### src/rtl/seq_divider_pkg.sv
//------------------------------------------------------------------------------
// Module  : seq_divider_pkg
// Brief   : Shared calculator definitions: default width, FSM states, opcodes.
// Rev     : 1.0 - initial release
//------------------------------------------------------------------------------
`default_nettype none

package seq_divider_pkg;

  localparam int DEF_WIDTH = 8;

  typedef enum logic [1:0] {
    IDLE = 2'd0,
    CALC = 2'd1,
    DONE = 2'd2
  } state_t;

  typedef enum logic [1:0] {
    ADD  = 2'd0,
    SUB  = 2'd1,
    MULT = 2'd2,
    DIV  = 2'd3
  } op_t;

endpackage

`default_nettype wire

### src/rtl/seq_divider_div_step.sv
//------------------------------------------------------------------------------
// Module  : div_step
// Brief   : One restoring shift-compare-subtract step of the divider.
// Rev     : 1.0 - initial release
//------------------------------------------------------------------------------
`default_nettype none

module div_step
  import seq_divider_pkg::*;
#(
  parameter int WIDTH = DEF_WIDTH
) (
  input  logic [WIDTH-1:0] rem_in,
  input  logic             dvd_bit,
  input  logic [WIDTH-1:0] divisor,
  output logic [WIDTH-1:0] rem_out,
  output logic             q_bit
);

  logic [WIDTH:0]   w_shift;
  logic [WIDTH-1:0] w_diff;

  // The shifted partial remainder needs one extra bit for the carry; once the
  // subtraction happens the true result is below the divisor, so W bits hold it.
  always_comb begin
    w_shift = {rem_in, dvd_bit};
    w_diff  = w_shift[WIDTH-1:0] - divisor;
    q_bit   = (w_shift >= {1'b0, divisor});
    rem_out = q_bit ? w_diff : w_shift[WIDTH-1:0];
  end

endmodule

`default_nettype wire

### src/rtl/seq_divider.sv
//------------------------------------------------------------------------------
// Module  : seq_divider
// Brief   : Unsigned restoring sequential divider, one quotient bit per clock.
// Rev     : 1.0 - initial release
//------------------------------------------------------------------------------
`default_nettype none

module seq_divider
  import seq_divider_pkg::*;
#(
  parameter int WIDTH = DEF_WIDTH
) (
  input  logic             clk,
  input  logic             rst,
  input  logic             start,
  input  logic [WIDTH-1:0] dividend,
  input  logic [WIDTH-1:0] divisor,
  output logic             busy,
  output logic             done,
  output logic [WIDTH-1:0] quotient,
  output logic [WIDTH-1:0] remainder,
  output logic             div_by_zero
);

  localparam int                c_cnt_w     = $clog2(WIDTH + 1);
  localparam logic [c_cnt_w-1:0] c_last_iter = c_cnt_w'(WIDTH - 1);

  state_t             r_state;
  state_t             w_state_next;
  logic [c_cnt_w-1:0] r_cnt;
  logic [WIDTH-1:0]   r_dvd;
  logic [WIDTH-1:0]   r_dvs;
  logic [WIDTH-1:0]   r_prem;
  logic               r_busy;
  logic               r_done;
  logic [WIDTH-1:0]   r_quotient;
  logic [WIDTH-1:0]   r_remainder;
  logic               r_div_by_zero;
  logic               w_busy_next;
  logic               w_done_next;
  logic               w_q_bit;
  logic [WIDTH-1:0]   w_prem_next;
  logic [WIDTH-1:0]   w_dvd_next;

  div_step #(.WIDTH(WIDTH)) u_div_step (
    .rem_in  (r_prem),
    .dvd_bit (r_dvd[WIDTH-1]),
    .divisor (r_dvs),
    .rem_out (w_prem_next),
    .q_bit   (w_q_bit)
  );

  // Quotient bits shift in behind the dividend bits being consumed.
  assign w_dvd_next = (r_dvd << 1) | WIDTH'(w_q_bit);

  always_ff @(posedge clk) begin
    if (!rst) r_state <= IDLE;
    else      r_state <= w_state_next;
  end

  always_comb begin
    w_state_next = r_state;
    case (r_state)
      IDLE, DONE: begin
        if (start) w_state_next = (divisor == '0) ? DONE : CALC;
        else       w_state_next = IDLE;
      end
      CALC: begin
        if (r_cnt == c_last_iter) w_state_next = DONE;
      end
      default: w_state_next = IDLE;
    endcase
  end

  // Flags are registered from the next state so they align with r_state.
  always_comb begin
    w_busy_next = (w_state_next == CALC);
    w_done_next = (w_state_next == DONE);
  end

  always_ff @(posedge clk) begin
    if (!rst) begin
      r_cnt         <= '0;
      r_dvd         <= '0;
      r_dvs         <= '0;
      r_prem        <= '0;
      r_busy        <= 1'b0;
      r_done        <= 1'b0;
      r_quotient    <= '0;
      r_remainder   <= '0;
      r_div_by_zero <= 1'b0;
    end else begin
      r_busy <= w_busy_next;
      r_done <= w_done_next;
      case (r_state)
        IDLE, DONE: begin
          if (start) begin
            r_dvd  <= dividend;
            r_dvs  <= divisor;
            r_prem <= '0;
            r_cnt  <= '0;
            if (divisor == '0) begin
              r_quotient    <= '1;
              r_remainder   <= dividend;
              r_div_by_zero <= 1'b1;
            end
          end
        end
        CALC: begin
          r_dvd  <= w_dvd_next;
          r_prem <= w_prem_next;
          r_cnt  <= r_cnt + c_cnt_w'(1);
          if (r_cnt == c_last_iter) begin
            r_quotient    <= w_dvd_next;
            r_remainder   <= w_prem_next;
            r_div_by_zero <= 1'b0;
          end
        end
        default: ;
      endcase
    end
  end

  assign busy        = r_busy;
  assign done        = r_done;
  assign quotient    = r_quotient;
  assign remainder   = r_remainder;
  assign div_by_zero = r_div_by_zero;

endmodule

`default_nettype wire
### config.mk
export PLATFORM = sky130hd
export DESIGN_NAME = seq_divider
export DESIGN_NICKNAME = d
export VERILOG_FILES = /design/src/rtl/seq_divider_pkg.sv /design/src/rtl/seq_divider_div_step.sv /design/src/rtl/seq_divider.sv
export SDC_FILE = /design/constraint.sdc
export NUM_CORES = 1
export LEC_CHECK = 0
export BUFFER_PORTS_ARGS = -buffer_cell sky130_fd_sc_hd__buf_4
export CAP_MARGIN = 20
export CORE_ASPECT_RATIO = 2
export CORE_UTILIZATION = 55
export CTS_CLUSTER_SIZE = 28
export DETAILED_ROUTE_END_ITERATION = 8
export PLACE_DENSITY = 0.75
export SYNTH_ARGS = -nofsm -noshare
export SYNTH_HDL_FRONTEND = slang
export SYNTH_SLANG_ARGS = --single-unit
export TNS_END_PERCENT = 30
### constraint.sdc
create_clock -name clk -period 2.6 [get_ports clk]
set_input_delay 0.52 -clock clk [delete_from_list [all_inputs] [get_ports clk]]
set_output_delay 0.52 -clock clk [all_outputs]
set_load 0.03 [all_outputs]
==> flow_summary.json, run 1 <==
{
  "antenna_found_initial": 0,
  "root_buf_cell": "sky130_fd_sc_hd__clkbuf_8",
  "post_drt_via_cell_ratio": 5.76,
  "nets": 361,
  "required_ps": 2780,
  "area_of_combinational_cells_with_multiple_inputs_um2": 1270,
  "r2r_start": "r_dvs[2]",
  "post-layout-total-power_mw": 1.85,
  "powerDensity_nw_per_um2": 661,
  "crit_path_max_fanout": 5,
  "setup_repair_after_global_routing_missed_its_margin": "no",
  "final.period_utilization_pct": 86.4,
  "async_reset_ff_share_pct": 0,
  "rr_worst_depth": 8,
  "synth_enable_flop_cells": 0,
  "met1_use_gr_pct": 27.6,
  "cts.repair_timing.setup_buffer_count": 0,
  "setup_violations_final": 0,
  "max_slew.worst_pin.slew_ps": 724,
  "critPathLaunchType": "register",
  "dieWidth_um": 48.5,
  "buffer_ports.inserted": 37,
  "netlist_instances": 298,
  "initialDrtViolationCount": 41,
  "synth.top_cells.by_area": "sky130_fd_sc_hd__dfxtp_1 41%, sky130_fd_sc_hd__nand2_1 8.2%, sky130_fd_sc_hd__nor2_1 5.5%",
  "gr_layer_usage_met3_pct": 3.99,
  "cts_hold_buffers": 0,
  "floorplan.core_area_um2": 4130,
  "die_area_um2": 4610,
  "setup_tns_ps": 0,
  "synth_largest_area_cell": "sky130_fd_sc_hd__dfxtp_1",
  "nFillCells": 378,
  "fp-row-count": 33,
  "max-slew-margin-rel_pct": 51.7,
  "finalWeightedCongestion": 0.862,
  "holdPathEnd": "r_dvs[2]",
  "worst-endpoint-arrival_ps": 2430,
  "clock_sinks": 49,
  "dieHeight_um": 95.0,
  "aggregate_routed_wire_length_um": 5700,
  "antennaDiodeCount": 0,
  "ant_nets": 0,
  "holdCritPathClass": "register to register",
  "remaining_drc_errors": 0,
  "cp-end-kind": "register",
  "fin_worst_skew_ps": 9.72,
  "numCtsBuffers": 5,
  "cts.clk_slew.worst_paths_ps": 90,
  "hold-worst-slack_ps": 461,
  "number_of_global_route_vias_before_repair": 2125,
  "cts-resized-gates": 0,
  "grtUsageMet2_pct": 51.1,
  "max_freq_ghz": 0.445,
  "postSynthAreaPerCell_um2": 7.99,
  "vias": 2210,
  "worstSkewPairLatency_ps": 300,
  "syn_to_final_growth_pct": 17.7,
  "start_util_pct": 57.6,
  "max_buffers_root_to_sink": 2,
  "irDropWorstVdd_v": 0.000731,
  "htreeDepth": 2,
  "mappedNetlistNets": 327,
  "synth_top_flop_cell": "sky130_fd_sc_hd__dfxtp_1",
  "post-synth-top-area-fraction_pct": 41.2,
  "timing.hold.worst_path_depth": 2,
  "grt_most_used_layer": "met2",
  "layout-drive-gt1-share_pct": 17.8,
  "timing.final.crit_period_ps": 2250,
  "post_synthesis_instance_area_um2": 2380,
  "globalRouteOverflowTotal": 0,
  "grt_pass1_wl_um": 9560,
  "reg2reg_to": "remainder[7]",
  "grt_start_max_net_pins": 33,
  "wl_per_cell_um": 14.8,
  "dp_hpwl_um": 4300,
  "synth_seq_cells": 49,
  "globalRouteTotalUtil_pct": 26.8,
  "setup.worst_path.class": "register to register",
  "hold_start": "r_dvs[2]",
  "hold_viol_final": 0,
  "floorplan.io_pins": 38,
  "run_status": "completed",
  "drv.max_cap_violation_count": 0,
  "area.sequential_um2": 981,
  "yosys_warnings": 0,
  "report.final.slew_viol_count": 0,
  "synth.yosys.seq_area_share_pct": 41.2,
  "netlist-cell-type-count": 49,
  "drt-pass1-iter-count": 5,
  "static-leakage-power_nw": 1.16,
  "cts_tree": "yes",
  "setup.reg_to_reg.worst_slack_ps": 350
}
-- where the power goes --
group          switching [mW]  internal (mW)
sequential             0.0299          0.790
combinational           0.298          0.203
clock                   0.251          0.280
total                   0.580           1.27
-- per-layer routing --
| metal | vias to the layer above | routed length (µm) |
|---|---|---|
| met5 | - | 0 |
| met3 | 18 | 193 |
| li1 | 1103 | - |
| met2 | 64 | 3060 |
| met1 | 1025 | 2200 |
| met4 | 0 | 244 |
-- layout by cell type (no fill, tap or decap), drive strengths merged --
cell and instances:
a211oi 12, a21boi 1, a21o 1, a21oi 24, a221o 1, a22oi 2
a311oi 7, a31oi 9, a41oi 2, and2 2, and3b 1, buf 44
bufinv 1, clkbuf 5, clkinv 1, dfxtp 49, fa 1, ha 9
inv 14, mux2i 1, nand2 53, nand2b 3, nand3 11, nand3b 2
nand4 1, nor2 36, nor2b 3, nor3 2, nor4 2, o211ai 1
o21a 5, o21ai 14, o22ai 1, o311a 1, o31a 1, o41ai 1
or3 4, xnor2 3, xor2 1
-- worst max path at each step --
stage,start,end,slack [ps],cells past startpoint
3_5_place_dp,divisor[4],remainder[5],320,6
6_report,r_dvs[2],remainder[7],350,8
3_3_place_gp,divisor[4],remainder[5],340,6
4_1_cts,r_dvs[2],remainder[7],380,8
5_1_grt,r_dvs[2],remainder[7],210,8
2_1_floorplan,r_dvs[2],remainder[5],600,9
-- layout make-up --
class	count	area share, %
multi-input cells	218	45.3
flip-flops and latches	49	35.0
repair buffers	44	11.8
clock buffers	5	2.46
well taps	52	2.32
inverters	14	1.88
clock inverters	2	1.25
-- per-stage QoR --
step                      cells  setup WS, ps  instance area, µm²  utilization, %
after floorplan             298           600                2380               -
after global placement      377           343                2700            65.3
after detailed placement    377           317                2700            65.3
after CTS                   384           379                2800            67.8
after global routing        384           205                2800            67.8
final                       384           353                2800            67.8
-- worst max-delay path, cell delays in order, from the launching register on --
cell and delay, ps:
sky130_fd_sc_hd__dfxtp_1 340, sky130_fd_sc_hd__inv_1 40, sky130_fd_sc_hd__ha_1 360, sky130_fd_sc_hd__a21oi_2 240, sky130_fd_sc_hd__a21boi_0 190, sky130_fd_sc_hd__o311a_1 330, sky130_fd_sc_hd__or3_1 340, sky130_fd_sc_hd__mux2i_1 190
sky130_fd_sc_hd__o22ai_1 100
-- cells by family (layout without fill, tap and decap cells) --
| family | count (synthesis) | count (layout) | share of synthesized area [%] |
|---|---|---|---|
| AO/OA/AOI/OAI | 83 | 83 | 23.6 |
| multiplexers | 1 | 1 | 0.421 |
| XOR/XNOR | 4 | 4 | 1.47 |
| adder cells (fa/ha/maj) | 10 | 10 | 5.57 |
| buffers and inverters | 31 | 65 | 5.47 |
| flip-flops | 49 | 49 | 41.2 |
| AND/OR/NAND/NOR | 120 | 120 | 22.2 |
-- registers in the layout, summed over array words and instances, names as in the netlist --
name         count
busy             1
div_by_zero      1
done             1
quotient         8
r_cnt            4
r_dvd            8
r_dvs            8
r_prem           8
r_state          2
remainder        8
-- cell usage after synthesis (all sizes together), types with 4 or more instances --
master and instances:
a211oi 12, a21oi 24, a311oi 7, a31oi 9, buf 8, clkbuf 9, dfxtp 49, ha 9
inv 14, nand2 53, nand3 11, nor2 36, o21a 5, o21ai 14, or3 4
Note: power is estimated with default switching activity, not from simulation.
==> inputs of run 2 (changes only) <==
--- a/config.mk
+++ b/config.mk
@@ -5,13 +5,15 @@
 export SDC_FILE = /design/constraint.sdc
 export NUM_CORES = 1
 export LEC_CHECK = 0
+export ABC_AREA = 1
 export BUFFER_PORTS_ARGS = -buffer_cell sky130_fd_sc_hd__buf_4
 export CAP_MARGIN = 20
 export CORE_ASPECT_RATIO = 2
 export CORE_UTILIZATION = 55
 export CTS_CLUSTER_SIZE = 28
 export DETAILED_ROUTE_END_ITERATION = 8
-export PLACE_DENSITY = 0.75
+export PLACE_DENSITY = 0.74
+export SLEW_MARGIN = 40
 export SYNTH_ARGS = -nofsm -noshare
 export SYNTH_HDL_FRONTEND = slang
 export SYNTH_SLANG_ARGS = --single-unit
==> flow_summary.json, run 2 <==
{
  "critPathLaunchType": "register",
  "run_status": "completed",
  "dr.max_layer_used": "met4",
  "setup.worst_path.class": "register to register",
  "crit_path_cell_trace": "inv_1, ha_1, fa_1, inv_1, nand2_1, nand3_1, xor2_1, nand2_2, nand3_1, nand2_1, inv_1",
  "timing.critical_path.buf_inv": 3,
  "htreeDepth": 2,
  "antenna_found_initial": 0,
  "grt_start_max_net_pins": 38,
  "max_slew.worst_pin.slew_ps": 500,
  "critical-path-top-cell-by-count": "sky130_fd_sc_hd__inv_1",
  "cts-resized-gates": 0,
  "crit_path_max_fanout": 3,
  "static-leakage-power_nw": 1.59,
  "route.met2.wl_um": 3130,
  "post-synth-top-area-fraction_pct": 37.9,
  "setup_tns_ps": 0,
  "finalWeightedCongestion": 0.945,
  "final_common_cell": "sky130_fd_sc_hd__nand2_1",
  "hold_start": "r_dvs[6]",
  "required_ps": 2850,
  "synth_seq_cells": 49,
  "netlist_instances": 376,
  "dp_hpwl_um": 4420,
  "globalRouteTotalUtil_pct": 26.8,
  "fin_area_um2": 2970,
  "synth.yosys.seq_area_share_pct": 37.9,
  "max-slew-margin-rel_pct": 66.6,
  "numCtsBuffers": 5,
  "cp-end-kind": "register",
  "r2r_start": "r_dvd[7]",
  "die_area_um2": 5000,
  "holdPathEnd": "r_dvs[6]",
  "post_drt_via_cell_ratio": 5.19,
  "layout.cells.most_common_list": "97 x sky130_fd_sc_hd__nand2_1, 58 x sky130_fd_sc_hd__inv_1, 49 x sky130_fd_sc_hd__dfxtp_1",
  "start_util_pct": 56.9,
  "hold_viol_final": 0,
  "cpMaxStageDelayCell": "sky130_fd_sc_hd__fa_1",
  "netlist_top_cells_count": "97 x sky130_fd_sc_hd__nand2_1, 58 x sky130_fd_sc_hd__inv_1, 49 x sky130_fd_sc_hd__dfxtp_1",
  "fin_worst_skew_ps": 8.87,
  "async_reset_ff_share_pct": 0,
  "setup_repair_after_global_routing_missed_its_margin": "no",
  "cts_tree": "yes",
  "mappedNetlistNets": 405,
  "max_buffers_root_to_sink": 2,
  "layout-drive-gt1-share_pct": 17.6,
  "final.period_utilization_pct": 70.5,
  "rr_worst_depth": 11,
  "wirelength_met1_um": 2600,
  "most_repeated_cell_in_the_gate_level_netlist_after_synthesis": "sky130_fd_sc_hd__nand2_1",
  "netlist-cell-type-count": 32,
  "irDropWorstVdd_v": 0.000500,
  "floorplan.core_area_um2": 4550,
  "placedInstanceArea_um2": 2890,
  "cts.clk_slew.worst_paths_ps": 90,
  "nets": 437,
  "synth_enable_flop_cells": 0,
  "drv.max_cap_violation_count": 0,
  "number_of_global_route_vias_before_repair": 2335,
  "drt-pass1-iter-count": 4,
  "report.final.slew_viol_count": 0,
  "worst_path_dominant_cell_family": "adder cells",
  "critical-path-max-stage-delay_ps": 420,
  "floorplan.io_pins": 38,
  "holdCritPathClass": "register to register",
  "reg2reg_to": "r_prem[6]",
  "setup_violations_final": 0,
  "worstSkewPairLatency_ps": 300,
  "wl_per_cell_um": 13.1,
  "ant_nets": 0,
  "wl_met3_um": 163,
  "root_buf_cell": "sky130_fd_sc_hd__clkbuf_8",
  "antennaDiodeCount": 0,
  "buffer_ports.inserted": 37,
  "synth_top_flop_cell": "sky130_fd_sc_hd__dfxtp_1",
  "remaining_drc_errors": 0,
  "cts.repair_timing.setup_buffer_count": 0,
  "vias": 2403,
  "globalRouteOverflowTotal": 0,
  "clock_sinks": 49,
  "aggregate_routed_wire_length_um": 6050,
  "synth.top_cells.by_area": "sky130_fd_sc_hd__dfxtp_1 38%, sky130_fd_sc_hd__nand2_1 14%, sky130_fd_sc_hd__inv_1 8.4%",
  "max_freq_ghz": 0.546,
  "synth_largest_area_cell": "sky130_fd_sc_hd__dfxtp_1",
  "dieWidth_um": 50.5,
  "syn_to_final_growth_pct": 14.8,
  "yosys_warnings": 0,
  "fp-row-count": 35,
  "timing.hold.worst_path_depth": 2,
  "initialDrtViolationCount": 43,
  "cts_hold_buffers": 0,
  "powerDensity_nw_per_um2": 630,
  "dieHeight_um": 99.0,
  "post_synthesis_instance_area_um2": 2590,
  "grt_pass1_wl_um": 10400,
  "worst-endpoint-arrival_ps": 2080,
  "setup.reg_to_reg.worst_slack_ps": 770,
  "postSynthAreaPerCell_um2": 6.89,
  "timing.final.crit_period_ps": 1830
}
run 2: changes by cell type after synthesis, moves of 5 or more:
cell,before,now
sky130_fd_sc_hd__nand2_2,1,10
sky130_fd_sc_hd__nand2_1,52,97
sky130_fd_sc_hd__o211ai_1,1,8
sky130_fd_sc_hd__a21oi_1,23,29
sky130_fd_sc_hd__nor2_1,35,20
sky130_fd_sc_hd__a311oi_1,7,0
sky130_fd_sc_hd__o21ai_0,12,25
sky130_fd_sc_hd__o21a_1,5,0
sky130_fd_sc_hd__nand3_1,11,22
sky130_fd_sc_hd__inv_1,14,58
sky130_fd_sc_hd__buf_2,2,7
sky130_fd_sc_hd__inv_2,0,6
sky130_fd_sc_hd__a211oi_1,11,1
sky130_fd_sc_hd__a31oi_1,9,1
run 2: worst max-delay path by stage:
stage / startpoint / to / slack [ps] / depth (start not counted)
after floorplan: r_dvs[6] / remainder[4] / 1010 / 12
after global placement: r_dvd[7] / remainder[6] / 790 / 11
after detailed placement: divisor[0] / remainder[7] / 790 / 9
after CTS: r_dvd[7] / r_prem[6] / 760 / 11
after global routing: r_dvs[4] / r_prem[4] / 560 / 13
final: r_dvd[7] / r_prem[6] / 770 / 11
run 2: worst reg2reg max path: cells and delay by family, from the launching register on:
family        cells  cell delay [ps]
fa+ha+maj         2              630
xor+xnor          1              190
simple gates      5              400
flops             1              380
buf+inv           3              200
run 2: where the power goes:
group	internal, mW	switching, mW
Sequential	0.797	0.0326
Combinational	0.217	0.372
Clock	0.212	0.245
run 2: logic make-up (layout without fill, tap and decap cells):
| family | Yosys count | count (layout) | share of synthesized area (%) |
|---|---|---|---|
| simple gates | 163 | 163 | 28.4 |
| buf+inv | 79 | 111 | 12.0 |
| compound gates | 70 | 70 | 14.9 |
| flops | 49 | 49 | 37.9 |
| fa+ha+maj | 10 | 10 | 5.12 |
| xor+xnor | 5 | 5 | 1.69 |
run 2: stage by stage:
step / hold slack, ps / power (mW) / setup WS (ps) / util [%] / instances
floorplan: 435 / 1.30 / 1010 / - / 376
global placement: 449 / 1.42 / 791 / 63.4 / 456
detailed placement: 455 / 1.43 / 786 / 63.4 / 456
CTS: 468 / 1.88 / 759 / 65.3 / 463
global route: 488 / 2.00 / 558 / 65.3 / 463
finish: 466 / 1.87 / 768 / 65.3 / 463
run 2: routing by layer:
| metal | global-route usage, % | vias to the layer above |
|---|---|---|
| li1 | - | 1246 |
| met5 | 0 | - |
| met4 | 12.0 | 0 |
| met1 | 31.6 | 1103 |
| met2 | 46.9 | 42 |
| met3 | 3.40 | 12 |
run 2: area by class of cell:
cell class	count	area [µm²]
fill	454	1580
multi-input combinational	248	1300
sequential	49	981
timing repair buffer	39	293
inverter	65	246
clock buffer	7	86.3
tap	55	68.8
